$ cat src/rtl/fft_radix2_iter.sv
// fft_radix2_iter: iterative in-place radix-2 DIT FFT with one time-shared
// butterfly, a register-file sample buffer and valid/ready streaming ports.
// Optional feature macro: FFT_STAGE_SCALE_EN (per-butterfly 1/2 scaling).
module fft_radix2_iter #(
  parameter int unsigned DATA_WIDTH = 16,
  parameter int unsigned N          = 8,
  parameter int unsigned FRAC_BITS  = 8
) (
  input  logic                    clk,
  input  logic                    arst,
  input  logic                    in_valid,
  output logic                    in_ready,
  input  logic [DATA_WIDTH-1:0]   in_real,
  input  logic [DATA_WIDTH-1:0]   in_imag,
  output logic                    out_valid,
  input  logic                    out_ready,
  output logic [DATA_WIDTH-1:0]   out_real,
  output logic [DATA_WIDTH-1:0]   out_imag,
  output logic [$clog2(N)-1:0]    out_index,
  output logic                    out_last,
  output logic                    busy,
  output logic                    overflow
);

  localparam int unsigned AW    = $clog2(N);
  localparam int unsigned TW_W  = AW - 1;
  localparam int unsigned BF_W  = AW - 1;
  localparam int unsigned ST_W  = $clog2(AW);
  localparam int unsigned SUM_W = DATA_WIDTH + 2;
  localparam int unsigned PW    = 2 * DATA_WIDTH + 2;

  localparam logic signed [PW-1:0]    RND     = PW'(2 ** (FRAC_BITS - 1));
  localparam logic signed [SUM_W-1:0] SAT_MAX = SUM_W'(2 ** (DATA_WIDTH - 1) - 1);
  localparam logic signed [SUM_W-1:0] SAT_MIN = SUM_W'(-(2 ** (DATA_WIDTH - 1)));

  typedef enum logic [1:0] {S_LOAD, S_COMPUTE, S_UNLOAD} state_t;

  // Elaboration-time cos/sin via Taylor series, rounded to nearest in Q1.FRAC_BITS.
  function automatic int twiddle(input int k, input bit want_sin);
    real ang, term, sum, scale, x;
    ang   = 2.0 * 3.14159265358979323846 * $itor(k) / $itor(N);
    scale = 1.0;
    for (int i = 0; i < int'(FRAC_BITS); i++) scale = scale * 2.0;
    if (want_sin) begin
      term = ang;
      sum  = ang;
      for (int i = 1; i < 24; i++) begin
        term = -term * ang * ang / ($itor(2 * i) * $itor(2 * i + 1));
        sum  = sum + term;
      end
    end else begin
      term = 1.0;
      sum  = 1.0;
      for (int i = 1; i < 24; i++) begin
        term = -term * ang * ang / ($itor(2 * i - 1) * $itor(2 * i));
        sum  = sum + term;
      end
    end
    x = sum * scale;
    if (x >= 0.0) return $rtoi(x + 0.5);
    return -$rtoi(0.5 - x);
  endfunction

  function automatic logic [AW-1:0] bitrev(input logic [AW-1:0] v);
    logic [AW-1:0] r;
    for (int i = 0; i < int'(AW); i++) r[i] = v[int'(AW) - 1 - i];
    return r;
  endfunction

  // Saturate to DATA_WIDTH; MSB of the result flags a clip.
  function automatic logic [DATA_WIDTH:0] sat(input logic signed [SUM_W-1:0] v);
    if (v > SAT_MAX)      return {1'b1, DATA_WIDTH'(SAT_MAX)};
    else if (v < SAT_MIN) return {1'b1, DATA_WIDTH'(SAT_MIN)};
    return {1'b0, DATA_WIDTH'(v)};
  endfunction

  function automatic logic signed [SUM_W-1:0] stage_scale(input logic signed [SUM_W-1:0] v);
`ifdef FFT_STAGE_SCALE_EN
    return (v + SUM_W'(1)) >>> 1;
`else
    return v;
`endif
  endfunction

  logic signed [DATA_WIDTH-1:0] mem_re [N];
  logic signed [DATA_WIDTH-1:0] mem_im [N];
  logic signed [DATA_WIDTH-1:0] tw_re [N/2];
  logic signed [DATA_WIDTH-1:0] tw_im [N/2];

  for (genvar k = 0; k < int'(N / 2); k++) begin : g_tw
    localparam int TW_C = twiddle(k, 1'b0);
    localparam int TW_S = twiddle(k, 1'b1);
    assign tw_re[k] = DATA_WIDTH'(TW_C);
    assign tw_im[k] = DATA_WIDTH'(-TW_S);
  end

  state_t              state, state_nxt;
  logic [AW-1:0]       cnt, cnt_nxt;
  logic [ST_W-1:0]     stage, stage_nxt;
  logic [BF_W-1:0]     bfly, bfly_nxt;
  logic                in_ready_nxt, out_valid_nxt, out_last_nxt, busy_nxt, overflow_nxt;
  logic [DATA_WIDTH-1:0] out_real_nxt, out_imag_nxt;
  logic [AW-1:0]       out_index_nxt;
  logic                load_fire;

  logic [AW-1:0]       span, bf, pos, top_addr, bot_addr;
  logic [TW_W-1:0]     tw_idx;
  logic signed [DATA_WIDTH-1:0] a_re, a_im, b_re, b_im, w_re, w_im;
  logic signed [PW-1:0]    prod_re, prod_im;
  logic signed [SUM_W-1:0] p_re, p_im;
  logic [DATA_WIDTH:0]     s0r, s0i, s1r, s1i;
  logic                    clip_any;

  // Butterfly addressing for (stage, bfly): span = 2^stage.
  always_comb begin
    span     = AW'(1) << stage;
    bf       = AW'(bfly);
    pos      = bf & (span - AW'(1));
    top_addr = ((bf & ~(span - AW'(1))) << 1) | pos;
    bot_addr = top_addr | span;
    tw_idx   = TW_W'(pos << (AW'(AW - 1) - AW'(stage)));
  end

  // Single butterfly: P = W*B rounded, Y0 = A+P, Y1 = A-P, optional scale, saturate.
  always_comb begin
    a_re    = mem_re[top_addr];
    a_im    = mem_im[top_addr];
    b_re    = mem_re[bot_addr];
    b_im    = mem_im[bot_addr];
    w_re    = tw_re[tw_idx];
    w_im    = tw_im[tw_idx];
    prod_re = PW'(b_re) * PW'(w_re) - PW'(b_im) * PW'(w_im);
    prod_im = PW'(b_re) * PW'(w_im) + PW'(b_im) * PW'(w_re);
    p_re    = SUM_W'((prod_re + RND) >>> FRAC_BITS);
    p_im    = SUM_W'((prod_im + RND) >>> FRAC_BITS);
    s0r     = sat(stage_scale(SUM_W'(a_re) + p_re));
    s0i     = sat(stage_scale(SUM_W'(a_im) + p_im));
    s1r     = sat(stage_scale(SUM_W'(a_re) - p_re));
    s1i     = sat(stage_scale(SUM_W'(a_im) - p_im));
    clip_any = s0r[DATA_WIDTH] | s0i[DATA_WIDTH] | s1r[DATA_WIDTH] | s1i[DATA_WIDTH];
  end

  // Next-state and registered-output values for the load/compute/unload sequencer.
  always_comb begin
    state_nxt     = state;
    cnt_nxt       = cnt;
    stage_nxt     = stage;
    bfly_nxt      = bfly;
    in_ready_nxt  = in_ready;
    out_valid_nxt = out_valid;
    out_real_nxt  = out_real;
    out_imag_nxt  = out_imag;
    out_index_nxt = out_index;
    out_last_nxt  = out_last;
    busy_nxt      = busy;
    overflow_nxt  = overflow;
    load_fire     = 1'b0;
    case (state)
      S_LOAD: begin
        load_fire = in_valid && in_ready;
        if (load_fire) begin
          cnt_nxt = cnt + AW'(1);
          if (cnt == AW'(N - 1)) begin
            state_nxt    = S_COMPUTE;
            cnt_nxt      = '0;
            stage_nxt    = '0;
            bfly_nxt     = '0;
            in_ready_nxt = 1'b0;
            busy_nxt     = 1'b1;
            overflow_nxt = 1'b0;
          end
        end
      end
      S_COMPUTE: begin
        overflow_nxt = overflow | clip_any;
        bfly_nxt     = bfly + BF_W'(1);
        if (bfly == BF_W'(N / 2 - 1)) begin
          stage_nxt = stage + ST_W'(1);
          if (stage == ST_W'(AW - 1)) begin
            // Final butterfly writes N/2-1 and N-1, so bin 0 is already settled.
            state_nxt     = S_UNLOAD;
            stage_nxt     = '0;
            out_valid_nxt = 1'b1;
            out_real_nxt  = mem_re[0];
            out_imag_nxt  = mem_im[0];
            out_index_nxt = '0;
            out_last_nxt  = 1'b0;
          end
        end
      end
      S_UNLOAD: begin
        if (out_valid && out_ready) begin
          if (cnt == AW'(N - 1)) begin
            state_nxt     = S_LOAD;
            cnt_nxt       = '0;
            out_valid_nxt = 1'b0;
            out_last_nxt  = 1'b0;
            in_ready_nxt  = 1'b1;
            busy_nxt      = 1'b0;
          end else begin
            cnt_nxt       = cnt + AW'(1);
            out_real_nxt  = mem_re[cnt + AW'(1)];
            out_imag_nxt  = mem_im[cnt + AW'(1)];
            out_index_nxt = cnt + AW'(1);
            out_last_nxt  = (cnt == AW'(N - 2));
          end
        end
      end
      default: state_nxt = S_LOAD;
    endcase
  end

  // State and control/output registers.
  always_ff @(posedge clk or posedge arst) begin
    if (arst) begin
      state     <= S_LOAD;
      cnt       <= '0;
      stage     <= '0;
      bfly      <= '0;
      in_ready  <= 1'b1;
      out_valid <= 1'b0;
      out_real  <= '0;
      out_imag  <= '0;
      out_index <= '0;
      out_last  <= 1'b0;
      busy      <= 1'b0;
      overflow  <= 1'b0;
    end else begin
      state     <= state_nxt;
      cnt       <= cnt_nxt;
      stage     <= stage_nxt;
      bfly      <= bfly_nxt;
      in_ready  <= in_ready_nxt;
      out_valid <= out_valid_nxt;
      out_real  <= out_real_nxt;
      out_imag  <= out_imag_nxt;
      out_index <= out_index_nxt;
      out_last  <= out_last_nxt;
      busy      <= busy_nxt;
      overflow  <= overflow_nxt;
    end
  end

  // Sample buffer: bit-reversed load writes and in-place butterfly write-back.
  always_ff @(posedge clk) begin
    if (load_fire) begin
      mem_re[bitrev(cnt)] <= in_real;
      mem_im[bitrev(cnt)] <= in_imag;
    end
    if (state == S_COMPUTE) begin
      mem_re[top_addr] <= s0r[DATA_WIDTH-1:0];
      mem_im[top_addr] <= s0i[DATA_WIDTH-1:0];
      mem_re[bot_addr] <= s1r[DATA_WIDTH-1:0];
      mem_im[bot_addr] <= s1i[DATA_WIDTH-1:0];
    end
  end

endmodule
$ cat config.mk
export PLATFORM = sky130hd
export DESIGN_NAME = fft_radix2_iter
export DESIGN_NICKNAME = d
export VERILOG_FILES = /design/src/rtl/fft_radix2_iter.sv
export SDC_FILE = /design/constraint.sdc
export NUM_CORES = 2
export LEC_CHECK = 0
export ABC_CLOCK_PERIOD_IN_PS = 17600
export CORE_AREA = 2 2 339 341
export CTS_CLUSTER_SIZE = 24
export DETAILED_ROUTE_END_ITERATION = 16
export DIE_AREA = 0 0 341 343
export PLACE_DENSITY = 0.57
export RECOVER_POWER = 50
export SYNTH_ARGS = -nofsm -noshare
export SYNTH_HDL_FRONTEND = slang
export SYNTH_SLANG_ARGS = --single-unit
$ cat constraint.sdc
create_clock -name clk -period 17.6 [get_ports clk]
set_input_delay 3.52 -clock clk [delete_from_list [all_inputs] [get_ports clk]]
set_output_delay 3.52 -clock clk [all_outputs]
set_load 0.01 [all_outputs]
### Word-level counts from Yosys, hierarchy flattened

Memory sizes are Yosys's and may differ from the RTL's.
Cells that the tools add are included.

| word-level totals | value |
|---|---|
| register bits | 49 |
| memory bits (writable) | 256 |
| input bits | 36 |
| output and inout bits | 40 |
| word-level logic and storage cells | 166 |
| memories kept | 2 |

| cells by class | value |
|---|---|
| add/subtract/negate cells | 13 |
| multiply operators | 4 |
| $lt $le $gt $ge | 9 |
| equality and inequality tests | 13 |
| shift-type cells | 2 |
| mux-type cells | 85 |
| bitwise logic cells | 10 |
| reductions and logical operators | 16 |

Memory list:

| name | words | bits a word | rd ports | clocked after memory_dff | write ports | RTL line | source |
|---|---|---|---|---|---|---|---|
| mem_im | 8 | 16 | 4 | 0 | 2 | 86 | `logic signed [DATA_WIDTH-1:0] mem_im [N];` |
| mem_re | 8 | 16 | 4 | 0 | 2 | 85 | `logic signed [DATA_WIDTH-1:0] mem_re [N];` |

Operators with widths:

| kind | number |
|---|---|
| $mux W16 | 14 |
| $mux W17 | 12 |
| $mul A16 B16 Y26 | 4 |
| $gt A18 B16 Y1 const B | 4 |
| $lt A18 B16 Y1 const B | 4 |
| $bmux W16 S2 | 2 |
| $pmux W16 S2 | 2 |
| $add A26 B9 Y26 const B | 2 |
| $add A16 B18 Y18 | 2 |
| $sub A16 B18 Y18 | 2 |
| $reduce_or A16 Y1 | 2 |
| $mux W1 | 27 |
| $mux W3 | 9 |
| $add A26 B26 Y26 | 1 |
| $sub A26 B26 Y26 | 1 |
| $mux W2 | 9 |
| $reduce_and A5 Y1 | 3 |
| $ne A2 B2 Y1 const B | 7 |
| $pmux W3 S2 | 2 |
| $pmux W1 S2 | 5 |
| $pmux W2 S2 | 2 |
| $reduce_and A4 Y1 | 2 |
| $eq A2 B2 Y1 const B | 3 |
| $eq A3 B3 Y1 const B | 2 |
| other kinds (20) | 29 |

### Longest topological paths before layout

| logic depth | value |
|---|---|
| word-level depth | 21 |
| depth in mapped cells | 58 |
| mapped depth without buffers | 50 |

### Worst setup path before layout

Ideal clock, no wire load.

| timing | value |
|---|---|
| path kind | register -> register |
| start point | register stage[0] |
| end point | memory mem_re[3][9] (data pin) |
| arrival | 12.422 ns |
| slack | 4.903 ns |
| cell stages (with the launch flop) | 51 |
| cells stage by stage | dfrtp_1 -> inv_1 -> ha_1 -> buf_6 -> nor2_2 -> buf_4 -> buf_2 -> buf_2 -> buf_1 -> clkbuf_1 -> buf_1 -> nand2_1 -> nand3_1 -> nand4_1 -> nor2_1 -> inv_1 -> nor2_1 -> inv_1 -> (+15 left out) -> o21ai_0 -> a21oi_1 -> nor4b_1 -> a211oi_2 -> o21ai_0 -> nor2b_1 -> o21bai_1 -> a21oi_1 -> xnor2_1 -> ha_1 -> clkbuf_1 -> or2_2 -> a211oi_1 -> a21oi_1 -> o21ai_0 -> nor3_4 -> a311oi_4 -> mux2i_1 |

RTL lines:

| item | RTL line | source |
|---|---|---|
| start, declared | 99 | `logic [ST_W-1:0] stage, stage_nxt;` |
| start signal, assigned | 231 | `stage <= stage_nxt;` |
| end, declared | 85 |  |

==> impl_results.md <==
- Status: finished, violations left
- Failing checks: max-capacitance violations, max-slew violations
- Max VDD drop: 0.0598 mV
- Synth Area in Simple Gates: 0.0986
- Area after DPL: 0.0510 mm2
- P_leak: 25.4 nW
- Grt total ovfl: 0
- Syn Inst Count: 4971
- Data arrival, critical path: 15760 ps
- Number of global-route vias before repair: 37773
- Clock Skew: approximately 28 ps
- Clk pin slew, worst setup/hold paths: around 70 ps
- Max Fclk: 0.0647 GHz
- Fraction of registers with async set/reset: 0.161
- XOR/XNOR share of the synthesized area: 0.0334
- RSZ-0062 raised after global routing: no
- Netlist Area Pre-Place: roughly 0.048 mm2
- CP most frequent cell: fa_1
- Post-CTS Hold Buffers: 0
- CP endpoint kind: flip-flop
- CTS tree: yes
- Vias: 36994
- Most used DFF post-synth: edfxtp_1
- Mux contribution to synthesized area: 0.0803
- Final setup viols: 0
- Post-CTS sizing: 0
- Syn_nets: between 6000 and 7000
- Slew @ Worst Pin: 3490 ps
- Clock Sinks: 305
- GP Congestion: 0.956
- Initial Util: 0.427
- Max incr delay on CP: 790 ps
- CP startpoint kind: flip-flop
- Worst hold margin: 477 ps
- Dominant combinational cell family by area after synthesis: adder cells
- Setup CP Type: flip-flop to flip-flop
- Vias per cell: approximately 5.7
- TritonCTS Buffers: 30
- Post-route cell area: about 0.052 mm2
- Final Hold Vio Count: 0
- CTS Buffer Depth: 3
- GRT Overall Usage: 0.290
- Slew Viols, Final: 313
- Synth Area in Compound Gates: 0.102
- Grt met2 use: 0.464
- Die area: 0.117 mm2
- I/O Buffers: 75
- Chip height: 343 um
- DRT Pass-1 Iters: 8
- Critical path peak fanout: 38
- Nets@finish: approximately 6100
- Maximum Capacitance Violations: 15
- CP bufs+invs: 11
- Gr busiest metal: met2
- Rel. slew slack: -1.33
- Largest net degree at the start of global routing: 101
- Power Dens Cells: between 20 and 30 mW/mm2
- Die width: roughly 340 um
- I/O pin count: 76
- Yosys top cell area share: 0.287
- Root buf cell: clkbuf_16
- Ys Warns: 0
- Hold Path Class: flip-flop to flip-flop
- Routed len/inst: 25.8 um
- Final wirelength: 168000 um
- Post-synthesis cell type with the largest combined area: fa_1
- Post-synthesis cell type count: 101
- Minimum clock period: 15450 ps
- Synth Area in Adders: 0.395
- Iter 0 DRT Violations: 3970
- Clk_lat worst skew: 610 ps
- Drc violations: 0
- Number of fill cells: about 11000
- Post-CTS setup buffer count: 0
- Crit path required time: 17900 ps
- #FFs+latches synth: 305
- GR Util met3: 0.0490
- Rows: 124
- First-pass GRT wire length: 250000 um
- Met1 usage: 0.385
- Layout cells sized above 1: 0.0672
- Fin crit share: 0.878
- Antenna violations before repair: 4
- Critical path's top delay family: adder cells
- Layout area overhead: 7.21%
- Crit path max-delay cell type: nor2_1
- Post-route ant nets: 0
- Synth top area cells: fa_1, edfxtp_1, ha_1, inv_1, mux4_2
- Core area: about 0.11 mm2
- Setup tns final: 0 ps
- Final HPWL DP: 131000 um
- Htree depth: 1
- Seq/Total Area, Yosys: 0.184
- EDFF count, synth: around 260
- Syn_area_per_cell: 9.75 um2
[power by group]
part           internal (mW)  total (mW)  switching, mW
Sequential             0.782       0.782              0
Clock                  0.402       0.708          0.306
Combinational         0.0247      0.0523         0.0276
Total                   1.21        1.54          0.334
[metal layers]
layer / vias to the layer above / share of wire
met5: - / 0.00014
met3: 429 / 0.087
li1: 16125 / -
met4: 4 / 0.056
met2: 1771 / 0.46
met1: 18665 / 0.40
[registers in the layout, indices dropped and copies added (netlist names), 2 cells and up]
register	cells
out_imag	16
bfly	2
mem_im	128
out_index	3
state	2
stage	2
out_real	16
mem_re	128
cnt	3
[cells by family after synthesis]
kind of cell / after synthesis
adder cells (fa/ha/maj): 1116
multiplexers: 264
flip-flops: 305
XOR/XNOR: 175
AO/OA/AOI/OAI: 690
buffers and inverters: 1343
AND/OR/NAND/NOR: 1078
[layout by cell type, fill, tap and decap left out, types with 70 or more instances in the layout]
| cell type | Yosys | layout |
|---|---|---|
| a21oi_1 | 155 | 154 |
| mux4_2 | 98 | 98 |
| nand2_1 | 460 | 458 |
| xnor2_1 | 135 | 135 |
| buf_4 | 8 | 70 |
| edfxtp_1 | 256 | 256 |
| o21ai_0 | 110 | 110 |
| mux2i_1 | 154 | 154 |
| ha_1 | 422 | 421 |
| fa_1 | 694 | 694 |
| nand3_1 | 144 | 140 |
| inv_1 | 1130 | 1129 |
| nor2_1 | 283 | 279 |
[final timing paths]
path / startpoint / slack (ps) / cells past startpoint / endpoint
max: stage[0] / 2150 / 47 / mem_im[1][13]
min: out_imag[11] / 480 / 2 / out_imag[11]
max reg2reg: stage[0] / 2150 / 47 / mem_im[1][13]
min reg2reg: out_imag[11] / 480 / 2 / out_imag[11]
max in group asynchronous: arst / 10490 / 3 / cnt[0]
min in group asynchronous: arst / 4680 / 3 / busy
[stage by stage]
step	cells	power [mW]	util	setup WS, ps
2_1_floorplan	4971	0.829	-	4900
3_3_place_gp	6430	0.849	0.450	2700
3_5_place_dp	6430	0.850	0.450	2390
4_1_cts	6485	1.55	0.459	2350
5_1_grt	6485	1.57	0.458	1230
6_report	6488	1.54	0.458	2150
[cell type report]
| type | count | area (um2) | area share |
|---|---|---|---|
| inverter | 1137 | 4270 | 0.0821 |
| sequential | 305 | 8920 | 0.172 |
| multi-input combinational | 3323 | 34500 | 0.664 |
| tap | 1512 | 1890 | 0.0364 |
| clock buffer | 41 | 940 | 0.0181 |
| timing repair buffer | 153 | 1320 | 0.0254 |
| clock inverter | 14 | 119 | 0.00229 |
| antenna | 3 | 7.51 | 0.000144 |
[synth_stat cells (all sizes together) (48+ instances only)]
library cell	instances
ha	422
a21oi	157
fa	694
nand3	144
nand2	464
edfxtp	256
buf	79
mux4	98
nor2	290
a22oi	52
clkbuf	127
dfrtp	48
mux2i	154
inv	1133
xnor2	137
o21ai	117
[worst reg2reg max path, delay by kind of cell, from the launching register on]
family                     cells  cell delay (ps)
adders and majority gates     12             5170
buffers and inverters         11             2020
muxes                          1              650
DFF                            1              470
and+or+nand+nor                8             2770
AOI/OAI and AO/OA             13             3730
xor gates and xnor gates       2              360
No activity file was read; power rests on OpenSTA's default activity.
